==> src/rtl/sap_1_controller_sequencer_pkg.sv <==
// Shared SAP-1 controller definitions: opcodes, control-word bit indices and values, T-state codes.
// Used by both the top level and the ring counter. The optional SAP_1_CTRL_ILLEGAL_TRAP_EN
// macro is consumed by the top level only.
`ifndef SAP_1_CTRL_DEFS_VH
`define SAP_1_CTRL_DEFS_VH
package sap_1_controller_sequencer_pkg;

  localparam logic [3:0] OP_LDA = 4'h0;
  localparam logic [3:0] OP_ADD = 4'h1;
  localparam logic [3:0] OP_SUB = 4'h2;
  localparam logic [3:0] OP_OUT = 4'hE;
  localparam logic [3:0] OP_HLT = 4'hF;

  // control_word = {Cp,Ep,LMbar,CEbar,LIbar,EIbar,LAbar,EA,Su,EU,LBbar,LObar}
  localparam int CW_CP_B    = 11;
  localparam int CW_EP_B    = 10;
  localparam int CW_LMBAR_B = 9;
  localparam int CW_CEBAR_B = 8;
  localparam int CW_LIBAR_B = 7;
  localparam int CW_EIBAR_B = 6;
  localparam int CW_LABAR_B = 5;
  localparam int CW_EA_B    = 4;
  localparam int CW_SU_B    = 3;
  localparam int CW_EU_B    = 2;
  localparam int CW_LBBAR_B = 1;
  localparam int CW_LOBAR_B = 0;

  localparam logic [11:0] CW_IDLE    = 12'h3E3;
  localparam logic [11:0] CW_T1      = 12'h5E3;
  localparam logic [11:0] CW_T2      = 12'hBE3;
  localparam logic [11:0] CW_T3      = 12'h263;
  localparam logic [11:0] CW_MEM_T4  = 12'h1A3;
  localparam logic [11:0] CW_LDA_T5  = 12'h2C3;
  localparam logic [11:0] CW_ALU_T5  = 12'h2E1;
  localparam logic [11:0] CW_ADD_T6  = 12'h3C7;
  localparam logic [11:0] CW_SUB_T6  = 12'h3CF;
  localparam logic [11:0] CW_OUT_T4  = 12'h3F2;

  localparam logic [5:0] T1_OH = 6'b000001;
  localparam logic [5:0] T2_OH = 6'b000010;
  localparam logic [5:0] T3_OH = 6'b000100;
  localparam logic [5:0] T4_OH = 6'b001000;
  localparam logic [5:0] T5_OH = 6'b010000;
  localparam logic [5:0] T6_OH = 6'b100000;

  function automatic logic is_defined_op(input logic [3:0] op);
    return (op == OP_LDA) || (op == OP_ADD) || (op == OP_SUB) ||
           (op == OP_OUT) || (op == OP_HLT);
  endfunction

endpackage
`endif

==> src/rtl/sap_1_controller_sequencer_ring_counter.sv <==
// Six-state one-hot T-state ring with hold; Clr forces T1 regardless of hold.
module sap_1_ring_counter
  import sap_1_controller_sequencer_pkg::*;
(
  input  logic       Clk,
  input  logic       Clr,
  input  logic       hold,
  output logic [5:0] t_state
);

  logic [5:0] t_q, t_d;

  always_comb begin
    t_d = t_q;
    if (!hold) t_d = {t_q[4:0], t_q[5]};
  end

  always_ff @(posedge Clk) begin
    if (Clr) t_q <= T1_OH;
    else     t_q <= t_d;
  end

  assign t_state = t_q;

endmodule

==> src/rtl/sap_1_controller_sequencer.sv <==
// SAP-1 controller-sequencer: opcode decode into the 12-bit control word plus halt/trap flags.
// Optional SAP_1_CTRL_ILLEGAL_TRAP_EN: undefined opcodes in T4 trap (illegal_op + halt).
module sap_1_controller_sequencer
  import sap_1_controller_sequencer_pkg::*;
#(
  parameter int OPCODE_W = 4,
  parameter int RING_N   = 6
) (
  input  logic                Clk,
  input  logic                Clr,
  input  logic [OPCODE_W-1:0] opcode,
  output logic [11:0]         control_word,
  output logic [RING_N-1:0]   t_state,
  output logic                halt,
  output logic                illegal_op
);

  logic halt_q, halt_d;
  logic in_t4;
  logic halt_set;
  logic trap_set;
  logic hold;
  logic [11:0] cw;

  sap_1_ring_counter u_ring (
    .Clk     (Clk),
    .Clr     (Clr),
    .hold    (hold),
    .t_state (t_state)
  );

  assign in_t4    = (t_state == T4_OH) && !halt_q;
  assign halt_set = in_t4 && (opcode == OP_HLT);

`ifdef SAP_1_CTRL_ILLEGAL_TRAP_EN
  logic illegal_q, illegal_d;

  assign trap_set  = in_t4 && !is_defined_op(opcode);
  assign illegal_d = illegal_q | trap_set;

  always_ff @(posedge Clk) begin
    if (Clr) illegal_q <= 1'b0;
    else     illegal_q <= illegal_d;
  end

  assign illegal_op = illegal_q;
`else
  assign trap_set   = 1'b0;
  assign illegal_op = 1'b0;
`endif

  // Hold must already be active on the edge that sets halt so the ring stays in T4.
  assign hold   = halt_q | halt_set | trap_set;
  assign halt_d = halt_q | halt_set | trap_set;

  always_ff @(posedge Clk) begin
    if (Clr) halt_q <= 1'b0;
    else     halt_q <= halt_d;
  end

  always_comb begin
    cw = CW_IDLE;
    if (!halt_q) begin
      case (t_state)
        T1_OH: cw = CW_T1;
        T2_OH: cw = CW_T2;
        T3_OH: cw = CW_T3;
        T4_OH: begin
          case (opcode)
            OP_LDA, OP_ADD, OP_SUB: cw = CW_MEM_T4;
            OP_OUT:                 cw = CW_OUT_T4;
            default:                cw = CW_IDLE;
          endcase
        end
        T5_OH: begin
          case (opcode)
            OP_LDA:         cw = CW_LDA_T5;
            OP_ADD, OP_SUB: cw = CW_ALU_T5;
            default:        cw = CW_IDLE;
          endcase
        end
        T6_OH: begin
          case (opcode)
            OP_ADD:  cw = CW_ADD_T6;
            OP_SUB:  cw = CW_SUB_T6;
            default: cw = CW_IDLE;
          endcase
        end
        default: cw = CW_IDLE;
      endcase
    end
  end

  assign control_word = cw;
  assign halt         = halt_q;

endmodule

==> config.mk <==
export PLATFORM = sky130hd
export DESIGN_NAME = sap_1_controller_sequencer
export DESIGN_NICKNAME = d
export VERILOG_FILES = /design/src/rtl/sap_1_controller_sequencer_pkg.sv /design/src/rtl/sap_1_controller_sequencer_ring_counter.sv /design/src/rtl/sap_1_controller_sequencer.sv
export SDC_FILE = /design/constraint.sdc
export NUM_CORES = 1
export LEC_CHECK = 0
export BUFFER_PORTS_ARGS = -buffer_cell sky130_fd_sc_hd__buf_2
export CELL_PAD_IN_SITES_DETAIL_PLACEMENT = 2
export CELL_PAD_IN_SITES_GLOBAL_PLACEMENT = 2
export CORE_ASPECT_RATIO = 1.1
export CORE_MARGIN = 2
export CORE_UTILIZATION = 25
export CTS_CLUSTER_SIZE = 8
export DETAILED_ROUTE_END_ITERATION = 8
export GPL_TIMING_DRIVEN = 0
export PLACE_DENSITY_LB_ADDON = 0.1
export RECOVER_POWER = 50
export SYNTH_ARGS = -nofsm -noshare
export SYNTH_HDL_FRONTEND = slang
export SYNTH_SLANG_ARGS = --single-unit
==> constraint.sdc <==
create_clock -name Clk -period 2.3 [get_ports Clk]
set_clock_uncertainty 0.2 [all_clocks]
set_input_delay 0.345 -clock Clk [delete_from_list [all_inputs] [get_ports Clk]]
set_output_delay 0.345 -clock Clk [all_outputs]
set_load 0.03 [all_outputs]
; After elaboration in Yosys (flattened, before gate mapping)
; Index checks and enable logic that the tools add are counted.
; Widths: inputs -> output; s select.
[word_totals]
in_bits = 6
regBits = 7
[op_classes]
n_reduce_logical = 6
bitwise = 1
muxes = 5
n_eq_ne = 10
[op_table]
columns = operator, count
row1 = $pmux 12 s6, 1
row2 = $pmux 10 s2, 1
row3 = $pmux 9 s2, 1
row4 = $mux 12, 1
row5 = $pmux 6 s2, 1
row6 = $eq 4x4->1 const B, 2
row7 = $eq 6x1->1 const B, 1
row8 = $eq 6x2->1 const B, 1
row9 = $eq 6x3->1 const B, 1
row10 = $eq 6x4->1 const B, 1
row11 = $eq 6x5->1 const B, 1
row12 = $eq 6x6->1 const B, 1
row13 = $eq 4x1->1 const B, 1
row14 = $eq 4x2->1 const B, 1
row15 = $logic_not 4->1, 1
row16 = $reduce_or 3->1, 1
row17 = $logic_and 1x1->1, 2
row18 = $reduce_or 2->1, 1
row19 = $logic_not 1->1, 1
row20 = $or 1x1->1, 1

; Logic depth before layout (Yosys ltp)
; Gate-level depths: netlist of run 1.
[logic_depth]
ltp_word = 5
mapped_depth = 6
ltp_nobuf = 5

; Modules after synthesis
; A second synthesis of run 1 with hierarchy kept.
[unflattened]
cells_unflattened = 56
area_unflattened_um2 = 485.5
[by_module_without_submodules]
columns = mod, n_inst, seq_area_each_um2, cells_per_inst, area_each_um2
row1 = sap_1_controller_sequencer, 1, 20.0, 37, 267.8
row2 = sap_1_ring_counter, 1, 120.1, 19, 217.7

; Least setup slack after synthesis of run 1
; OpenSTA, ideal clock, no wires.
[synth_path]
path_kind = register to output
from = register u_ring.t_q[2], in the netlist u_ring.t_state[2]
to = output port control_word[2]
t_required_ps = 1755
stages_incl_launch_ff = 5
slack_ps = -294
arrival_time_ps = 2049
path_cell_list = dfxtp_1 -> buf_4 -> nor2_1 -> nand4b_1 -> nor4_1
[synth_via]
elab_chain_len = 3
word_cells_on_any_way = 8
[synth_lines]
columns = element, line_no
row1 = start: declaration, sap_1_controller_sequencer_ring_counter.sv:11  ; logic [5:0] t_q, t_d;
row2 = start signal: assignment, sap_1_controller_sequencer_ring_counter.sv:20  ; else t_q <= t_d;
row3 = $eq 6x6->1 (tied with other cells), sap_1_controller_sequencer.sv:64  ; case (t_state)
row4 = $pmux 12 s6 *, sap_1_controller_sequencer.sv:64
row5 = $mux 12 *, sap_1_controller_sequencer.sv:63  ; if (!halt_q) begin
row6 = end: declaration, sap_1_controller_sequencer.sv:12  ; output logic [11:0] control_word,
; Mark *: on every way between the ends. The rest lies on a longest branch, timed or not.

; Final worst setup path of run 1
[layout_path]
from = register u_ring.t_q[5], in the netlist u_ring.t_state[5]
to = output port control_word[8]
; Same word-level chain as after synthesis.

==> results.md, run 1 <==
- Critical Path AT: ~2.0 ns
- Mean Syn Cell Area: 7.65 µm²
- Failing checks: negative setup slack
- Layout cells sized above 1: 0.571
- Vias post-DR: 794
- Fillers: 305
- Worst hold endpoint: u_ring.t_state[4]$_SDFFE_PP0N_
- Largest stage delay, worst path: 0.42 ns
- Post-synth EDFFs: 0
- Min-Delay Path Class: in -> reg
- Max Slew Vio Count: 0
- Hold Startpoint: Clr
- CTS hold repair buffers: 0
- DR vias/cell: 5.06
- Maxcap violations: 0
- First-pass GRT wire length: approximately 3500 µm
- Register area share after synthesis: 0.213
- Psw: 0.150 mW
- Critical path cell sequence: buf_12 -> nor4b_4 -> a211oi_2 -> o31a_1 -> or4_4 -> buf_6
- Final Wtd Congestion: 0.661
- Fin nets: between 100 and 150
- Required @ worst endpoint: 1.75 ns
- Hold Vio Cnt, Final: 0
- Setup WS pre-CTS: -0.150 ns
- Setup WS post-layout: -0.226 ns
- LEAKAGE: 0.465 nW
- Clock Tree Root: clkbuf_4
- Worst-path clk slew: about 0.060 ns
- Die width: around 53 µm
- CTS tree: yes
- Post-synth top flop: dfxtp_1
- Critical path fanouts, max: 6
- Synth Warn #: 0
- GR Util All Layers: 0.151
- Cell with the most instances after synthesis: nor2_1
- Slowest-stage cell, CP: or4_4
- Clock Latency Late Sink: about 0.25 ns
- Final worst-path cycle share: 1.10
- Flop pwr share: 0.319
- Io pins: 26
- Finished Layout Cells: 157
- Largest net degree at the start of global routing: 11
- Area delta synth->final: 66.3%
- Pint: 0.256 mW
- F_max: 396 MHz
- Multi-input gate area: 547 µm²
- Starting Density: 0.264
- Final ANT Viol Nets: 0
- N_diodes: 0
- Port buffer count: 24
- Top-area cell type share of the netlist area: 0.213
- Antenna violations before repair: 0
- CORE AREA: 2500 µm²
- Distinct cells, synth: 36
- CTS Buf Count: 3
- 1st-pass router iterations: 4
- Reg area: about 150 µm²
- Placed cells: 141
- Hold Path Stages: 2
- RSZ-0062 raised after global routing: yes
- Cell count after synthesis: 86
- Reg-to-reg setup timing slack: around 0.090 ns
- H-tree depth: 1
- Mapped Area: 658 µm²
- Worst Reg2Reg Path Length in Cells: 8
- CP endpoint kind: output port
- Final setup fails: 6
- Vias in the first global route: 726
- Switching Share: 0.370
- Routed WL: between 2000 and 3000 µm
- Wire per inst: 16.3 µm
- Total congestion overflow: 0
- Syn_nets: 92
- Yosys reg bits: 7
- Die area: approximately 3000 µm²
- Gate power share: 0.399
- Clk pwr share: 0.282
- Pwr dens: 371 nW/µm²
- Ys async rst share: 0
- Die Span Y: 57.8 µm
- Top cells by area, synth: dfxtp_1 (21%), nor4b_4 (7.2%), nor2_1 (6.3%)
- Setup CP Type: reg -> out
- Post-synth top cells: nor2_1 (11), nand2_1 (10), dfxtp_1 (7)
- VDD IR-drop max: 0.258 mV
- Clock Path Buffers: 2
- Post-layout minimum cycle time: 2.53 ns
- Startpoint types: register
- Status: finished with violations
- Reg2reg end: u_ring.t_state[0]$_SDFFE_PP1N_
- Post-route DRC: 0
- CTS sink cnt: 7
- Hpwl dp: about 1600 µm
- Post-synth top area cell: dfxtp_1
- Reg-to-reg startpoint: u_ring.t_state[5]$_SDFFE_PP0N_
- Initial drt markers: 10
- Rows: 19
## stage by stage
stage                      util  setup TNS [ns]  area (µm²)  hold slack [ns]  power, mW
final                     0.439          -0.678        1090            0.151      0.406
after global routing      0.439           -1.39        1090            0.155      0.431
after CTS                 0.392          -0.820         980            0.155      0.396
after detailed placement  0.335          -0.209         837            0.392      0.261
after global placement    0.335          -0.125         837            0.389      0.259
after floorplan               -         -0.0133         678            0.207      0.225
## layout by cell type (no fill, tap or decap), drive strengths merged
cell / synthesis / layout
xor2: 2 / 2
nand2: 10 / 10
a211o: 1 / 1
o31a: 1 / 1
nand3: 3 / 3
clkbuf: 2 / 7
a211oi: 1 / 1
o31ai: 1 / 1
nor4b: 2 / 2
xnor2: 2 / 2
nand4: 2 / 2
conb: 1 / 1
nor2: 11 / 11
or4b: 1 / 1
or4: 2 / 2
o21ai: 5 / 5
or3b: 1 / 1
o21ba: 1 / 1
nor4: 2 / 2
mux2i: 3 / 3
nor2b: 3 / 3
nor3b: 1 / 1
buf: 5 / 40
a21oi: 4 / 4
nor3: 4 / 4
nand4b: 1 / 1
dfxtp: 7 / 7
nand2b: 2 / 2
o211ai: 2 / 2
or2: 2 / 2
inv: 1 / 1
## worst max-delay path by stage
stage                                   start         endpoint  cells after the start
3_3_place_gp   u_ring.t_state[3]$_SDFFE_PP0N_  control_word[8]                      6
4_1_cts        u_ring.t_state[0]$_SDFFE_PP1N_  control_word[8]                      6
5_1_grt        u_ring.t_state[5]$_SDFFE_PP0N_  control_word[8]                      6
2_1_floorplan                 halt$_SDFF_PP0_  control_word[4]                      4
6_report       u_ring.t_state[5]$_SDFFE_PP0N_  control_word[8]                      6
3_5_place_dp   u_ring.t_state[3]$_SDFFE_PP0N_  control_word[8]                      6
## repair_timing
| item | in CTS | in global routing |
|---|---|---|
| gates resized for setup | 25 | 15 |
| pin swaps | 11 | 8 |
| buffers inserted | 6 | 8 |
| setup endpoints to repair | 9 | 11 |
| hold endpoints to repair | 0 | 0 |
## final cells by class
type,instances,share of cell area
multi-input cells,71,0.499
repair buffers,36,0.229
flip-flops and latches,7,0.137
plain buffers,7,0.0720
well taps,31,0.0354
clock buffers,4,0.0240
inverters,1,0.00343
## critical path: cells and delay by family (launching register included)
family          cells  cell delay [ns]
compound gates      2             0.36
flops               1             0.36
buf+inv             2             0.29
simple gates        2             0.72
## routing by layer
layer	vias to the layer above	track usage	wire [µm]
met5	-	0	0
met4	0	0.0549	14
met3	2	0.00773	50
met2	16	0.270	1500
met1	393	0.188	999
li1	383	-	-
## registers in the layout (all words and copies together), names as in the netlist
signal          flops
halt                1
u_ring.t_state      6
## power by group through the flow
| stage | Clock (mW) | Sequential, mW | Combinational [mW] |
|---|---|---|---|
| 6_report | 0.115 | 0.130 | 0.162 |
| 4_1_cts | 0.117 | 0.131 | 0.149 |
| 5_1_grt | 0.127 | 0.130 | 0.173 |
| 2_1_floorplan | 0 | 0.140 | 0.0849 |
| 3_5_place_dp | 0 | 0.133 | 0.128 |
| 3_3_place_gp | 0 | 0.133 | 0.126 |
## cell families (layout without fill, tap and decap cells)
kind of cell	Yosys count	in the layout	synth area share
xor gates and xnor gates	4	4	0.0532
AOI/OAI and AO/OA	16	16	0.158
DFF	7	7	0.213
buffers and inverters	8	48	0.0969
muxes	3	3	0.0456
other	1	1	0.00570
and+or+nand+nor	47	47	0.428
No activity file was read; power rests on OpenSTA's default activity.
==> inputs of run 2 (changes only) <==
- CELL_PAD_IN_SITES_DETAIL_PLACEMENT: 2 -> 0
- CELL_PAD_IN_SITES_GLOBAL_PLACEMENT: 2 -> 1
- CORE_UTILIZATION: 25 -> 32
==> run 2 against run 1 <==
Against the previous run:
- critical path depth did not move
- critical path type unchanged
- core utilization is 11 points higher
- largest cell class unchanged
- sequential cell count stayed put
- the flow still finishes with violations (negative setup slack)
- sequential power about the same
==> results.md, run 2 (synthesis results as in run 1) <==
- RSZ-0062 raised after global routing: yes (unchanged)
- LEAKAGE: 0.450 nW (was 0.465 nW)
- Die area: 2440 µm² (was 3060 µm²)
- CTS sink cnt: 7 (unchanged)
- Final worst-path cycle share: 1.07 (was 1.10)
- Io pins: 26 (unchanged)
- Wire per inst: 11.2 µm (was 16.3 µm)
- Final core occ: 0.548 (was 0.439)
- Power Total: 0.394 mW (was 0.406 mW)
- Reg-to-reg startpoint: u_ring.t_state[5]$_SDFFE_PP0N_ (unchanged)
- Most common cell after layout, fill and taps aside: buf_4 (was buf_2)
- Largest delay share family, worst path: simple AND/OR/NAND/NOR gates (unchanged)
- Max Slew Vio Count: 0 (unchanged)
- Post-layout minimum cycle time: 2.47 ns (was 2.53 ns)
- Worst-path clk slew: 0.05 ns (was 0.06 ns)
- CTS Buf Count: 3 (unchanged)
- Setup WS post-layout: -0.171 ns (was -0.226 ns)
- Final setup fails: 4 (was 6)
- Layout cells sized above 1: 0.536 (was 0.571)
- CORE AREA: 1980 µm² (was 2500 µm²)
- Hpwl dp: 1190 µm (was 1560 µm)
- Reg-to-reg setup timing slack: 0.24 ns (was 0.09 ns)
- Post-route DRC: 0 (unchanged)
- 1st-pass router iterations: 4 (unchanged)
- Routed WL: 1710 µm (was 2560 µm)
- Clock Path Buffers: 2 (unchanged)
- Number of flip-flops in the largest register: 6 (unchanged)
- Area delta synth->final: 64.6% (was 66.3%)
- Port buffer count: 24 (unchanged)
- Final Wtd Congestion: 0.716 (was 0.661)
- WP buf/inv: 2 (unchanged)
- Critical path fanouts, max: 4 (was 6)
- Critical Path AT: 1.93 ns (was 1.98 ns)
- Largest stage delay, worst path: 0.42 ns (about the same)
- Vias in the first global route: 674 (was 726)
- Startpoint types: register (unchanged)
- Hold Path Stages: 2 (unchanged)
- H-tree depth: 1 (unchanged)
- Die Span Y: 51.6 µm (was 57.8 µm)
- Worst slew margin: 0.620
- Initial drt markers: 4 (was 10)
- Clock Latency Late Sink: 0.25 ns (about the same)
- Maxcap violations: 0 (unchanged)
- CTS tree: yes (unchanged)
- Placed inst area: 833 µm² (was 837 µm²)
- Final ANT Viol Nets: 0 (unchanged)
- Rows: 17 (was 19)
- F_max: 405 MHz (was 396 MHz)
- First-pass GRT wire length: 2750 µm (was 3510 µm)
- Largest net degree at the start of global routing: 11 (unchanged)
- Min-Delay Path Class: in -> reg (unchanged)
- Fin Hold WS: 0.153 ns (was 0.151 ns)
- Worst hold endpoint: u_ring.t_state[4]$_SDFFE_PP0N_ (unchanged)
- Antenna violations before repair: 0 (unchanged)
- Vias post-DR: 727 (was 794)
- Hold Vio Cnt, Final: 0 (unchanged)
- Setup CP Type: reg -> out (unchanged)
- Die width: 47.2 µm (was 52.9 µm)
- Final instance area: 1080 µm² (was 1090 µm²)
- N_diodes: 0 (unchanged)
- Slowest-stage cell, CP: or4_4 (unchanged)
- Fillers: 209 (was 305)
- Fin nets: 132 (was 133)
- Multi-input gate area: 536 µm² (was 547 µm²)
- Most frequent cells in the layout: buf_4 (13), buf_2 (12), buf_6 (9), nand2_1 (9), nor2_1 (8) (was buf_2 (16), buf_4 (15), nand2_1 (9))
- Status: finished with violations (unchanged)
- Reg area: 151 µm² (was 150 µm²)
- GR Util All Layers: 0.154 (was 0.151)
- Hold Startpoint: Clr (unchanged)
- Pwr dens: 363 nW/µm² (was 371 nW/µm²)
- Clock Tree Root: clkbuf_4 (unchanged)
- Reg2reg end: u_ring.t_state[0]$_SDFFE_PP1N_ (unchanged)
- Worst-margin pin slew: 0.569 ns
- Starting Density: 0.333 (was 0.264)
- Worst Reg2Reg Path Length in Cells: 7 (was 8)
- Total congestion overflow: 0 (unchanged)
- Required @ worst endpoint: 1.75 ns (about the same)
- Critical path cell sequence: buf_8 -> nor4b_4 -> a211oi_2 -> o31a_1 -> or4_4 -> buf_6 (was buf_12 -> nor4b_4 -> a211oi_2 -> o31a_1 -> or4_4 -> buf_6)
- DR vias/cell: 4.75 (was 5.06)
- VDD IR-drop max: 0.290 mV (was 0.258 mV)
- Failing checks: negative setup slack (unchanged)
- CP endpoint kind: output port (unchanged)
## run 2: area by class of cell
type	instances	share of cell area
multi-input cells	71	0.494
repair buffers	35	0.238
flip-flops and latches	7	0.140
plain buffers	7	0.0681
well taps	28	0.0323
clock buffers	4	0.0242
inverters	1	0.00346
## run 2: worst max-delay path by stage
stage | startpoint | to | cells past startpoint
finish | u_ring.t_state[5]$_SDFFE_PP0N_ | control_word[8] | 6
global route | u_ring.t_state[4]$_SDFFE_PP0N_ | control_word[8] | 6
CTS | u_ring.t_state[0]$_SDFFE_PP1N_ | control_word[8] | 6
detailed placement | u_ring.t_state[3]$_SDFFE_PP0N_ | control_word[8] | 6
global placement | u_ring.t_state[3]$_SDFFE_PP0N_ | control_word[8] | 6
floorplan | halt$_SDFF_PP0_ | control_word[4] | 4
## run 2: per-layer routing
layer / global-route usage / vias up / share of wire / wire length (µm)
met1: 0.200 / 329 / 0.44 / 748
met2: 0.245 / 12 / 0.54 / 921
met3: 0.0104 / 2 / 0.021 / 36
met5: 0 / - / 0 / 0
met4: 0.0833 / 0 / 0.0047 / 8
li1: - / 384 / - / -
## run 2: where the power goes
group	internal [mW]	leakage, nW	total [mW]	switching [mW]
clock network	0.0661	0.0150	0.109	0.0432
logic	0.0654	0.375	0.154	0.0891
registers	0.124	0.0597	0.130	0.00572
total	0.256	0.450	0.394	0.138
## run 2: stage by stage
stage | setup TNS [ns] | worst slack [ns] | std cells
detailed placement | -0.119 | -0.113 | 138
CTS | -0.599 | -0.257 | 148
finish | -0.282 | -0.171 | 153
global placement | -0.111 | -0.111 | 138
global route | -0.992 | -0.261 | 153
floorplan | -0.0133 | -0.0133 | 86
## run 2: repair_timing
item	CTS	global route
hold buffers	0	0
resized for setup	21	22
pin swaps	9	10
setup endpoints to repair	8	9
gates cloned	0	1
setup buffers	7	4
==> inputs of run 3 (changes only) <==
- CORE_MARGIN: 2 -> not set
==> run 3 against run 2 <==
Against the previous run:
- the run still ends with negative setup slack left
- cell count shrank 2.0%
- non-clock buffer count shrank 2
- sequential share of layout area grew 0.80 points
- critical endpoint unchanged
- highest routed layer unchanged
==> results.md, run 3 (synthesis results as in run 1) <==
- Clock Path Buffers: 2 (unchanged)
- Fin nets: 130 (was 132)
- Reg-to-reg setup timing slack: 0.24 ns (about the same)
- Post-route DRC: 0 (unchanged)
- Max Slew Vio Count: 0 (unchanged)
- Post-layout minimum cycle time: 2.47 ns (about the same)
- Fillers: 206 (was 209)
- Port buffer count: 24 (unchanged)
- Multi-input gate area: 524 µm² (was 536 µm²)
- Largest net degree at the start of global routing: 13 (was 11)
- Switching Share: 0.357 (was 0.350)
- Hold Vio Cnt, Final: 0 (unchanged)
- Hpwl dp: 1160 µm (was 1190 µm)
- 1st-pass router iterations: 4 (unchanged)
- Io pins: 26 (unchanged)
- Die Span Y: 49.6 µm (was 51.6 µm)
- Clock Latency Late Sink: 0.25 ns (about the same)
- Antenna violations before repair: 0 (unchanged)
- Number of flip-flops in the largest register: 6 (unchanged)
- Final Wtd Congestion: 0.733 (was 0.716)
- Psw: 0.139 mW (was 0.138 mW)
- Clock Tree Root: clkbuf_4 (unchanged)
- Most common cell after layout, fill and taps aside: buf_2 (was buf_4)
- CTS tree: yes (unchanged)
- Final ANT Viol Nets: 0 (unchanged)
- Worst slew margin: 0.667 (was 0.620)
- Pwr dens: 377 nW/µm² (was 363 nW/µm²)
- Die area: 2240 µm² (was 2440 µm²)
- Setup WS pre-CTS: -0.0919 ns (was -0.113 ns)
- Setup CP Type: reg -> out (unchanged)
- CORE AREA: 1860 µm² (was 1980 µm²)
- Wire per inst: 11.2 µm (about the same)
- Flop pwr share: 0.333 (was 0.330)
- Die width: 45.2 µm (was 47.2 µm)
- CTS hold repair buffers: 0 (unchanged)
- GR Util All Layers: 0.146 (was 0.154)
- H-tree depth: 1 (unchanged)
- Worst-margin pin slew: 0.499 ns (was 0.569 ns)
- Status: finished with violations (unchanged)
- Vias in the first global route: 604 (was 674)
- Initial drt markers: 7 (was 4)
- Failing checks: negative setup slack (unchanged)
- Critical path fanouts, max: 6 (was 4)
- VDD IR-drop max: 0.223 mV (was 0.290 mV)
- Vias post-DR: 715 (was 727)
- RSZ-0062 raised after global routing: yes (unchanged)
- CTS Buf Count: 3 (unchanged)
- Maxcap violations: 0 (unchanged)
- Total congestion overflow: 0 (unchanged)
- LEAKAGE: 0.438 nW (was 0.450 nW)
- Routed WL: 1680 µm (was 1710 µm)
- Required @ worst endpoint: 1.75 ns (about the same)
- Gate power share: 0.379 (was 0.392)
- Reg area: 153 µm² (was 151 µm²)
- Starting Density: 0.353 (was 0.333)
- Final worst-path cycle share: 1.08 (was 1.07)
- Power Total: 0.389 mW (was 0.394 mW)
- Worst-path clk slew: 0.05 ns (about the same)
- Area delta synth->final: 57.0% (was 64.6%)
- Min-Delay Path Class: in -> reg (unchanged)
- F_max: 404 MHz (was 405 MHz)
- DR vias/cell: 4.77 (was 4.75)
- Most frequent cells in the layout: buf_2 (15), buf_4 (13), nor2_1 (9), nand2_1 (9), buf_6 (7) (was buf_4 (13), buf_2 (12), buf_6 (9), nand2_1 (9), nor2_1 (8))
- CP endpoint kind: output port (unchanged)
- Pint: 0.250 mW (was 0.256 mW)
- CTS sink cnt: 7 (unchanged)
- Startpoint types: register (unchanged)
- First-pass GRT wire length: 2490 µm (was 2750 µm)
- Final setup fails: 3 (was 4)
- Clk pwr share: 0.288 (was 0.277)
- N_diodes: 0 (unchanged)
- Layout cells sized above 1: 0.528 (was 0.536)
- Critical Path AT: 1.93 ns (about the same)
- Rows: 16 (was 17)
- Setup WS post-layout: -0.174 ns (was -0.171 ns)
[run 3: cell count changes in the layout (fill, tap and decap cells not counted)]
cell | previous run | this run
buf_2 | 12 | 15
clkbuf_1 | 6 | 3
buf_6 | 9 | 7
dfxtp_2 | 3 | 1
clkbuf_16 | 1 | 0
clkbuf_2 | 0 | 1
dfxtp_1 | 2 | 3
dfxtp_4 | 2 | 3
nor2_1 | 8 | 9
nor2_2 | 2 | 1
nor3_1 | 1 | 2
nor3_2 | 3 | 2
or4b_2 | 0 | 1
or4b_4 | 1 | 0
[run 3: layout make-up]
| class | instances | area share |
|---|---|---|
| Multi-Input combinational cell | 71 | 0.507 |
| Timing Repair Buffer | 35 | 0.230 |
| Sequential cell | 7 | 0.148 |
| Buffer | 5 | 0.0533 |
| Tap cell | 27 | 0.0327 |
| Clock buffer | 4 | 0.0254 |
| Inverter | 1 | 0.00363 |
[run 3: final timing paths]
check / startpoint / endpoint / cells after the start
max: u_ring.t_state[5]$_SDFFE_PP0N_ / control_word[8] / 6
min: Clr / u_ring.t_state[4]$_SDFFE_PP0N_ / 2
max reg2reg: u_ring.t_state[5]$_SDFFE_PP0N_ / u_ring.t_state[0]$_SDFFE_PP1N_ / 7
min reg2reg: u_ring.t_state[4]$_SDFFE_PP0N_ / u_ring.t_state[4]$_SDFFE_PP0N_ / 2
[run 3: worst max-delay path: stages, from the launching register on]
cell and delay, ns:
dfxtp_4 0.36, buf_8 0.13, nor4b_4 0.28, a211oi_2 0.06, o31a_1 0.28, or4_4 0.42, buf_6 0.15
[run 3: metrics by stage]
step           instances  instance area [µm²]  utilization  hold slack [ns]  TNS, ns
3_3_place_gp         137                  832        0.447            0.388   -0.113
6_report             150                 1030        0.555            0.139   -0.224
4_1_cts              145                  942        0.506            0.141   -0.574
2_1_floorplan         86                  678            -            0.207  -0.0133
5_1_grt              150                 1030        0.555            0.148   -0.784
3_5_place_dp         137                  832        0.447            0.389  -0.0919
[run 3: power groups by stage]
stage	Combinational (mW)	Clock [mW]	Sequential (mW)
final	0.148	0.112	0.130
after global routing	0.159	0.122	0.130
after CTS	0.140	0.118	0.131
after detailed placement	0.124	0	0.133
after global placement	0.124	0	0.133
after floorplan	0.0849	0	0.140
[run 3: what timing repair did]
item	CTS	global route
hold endpoints to repair	0	0
endpoints found under the setup margin	8	10
pin swaps	8	13
gates resized for setup	15	23
setup buffers	5	7
[run 3: layer usage]
metal / GRT usage / part of all wire
met2: 0.246 / 0.53
met5: 0 / 0
met4: 0.0606 / 0.0036
met3: 0.0220 / 0.032
met1: 0.178 / 0.44
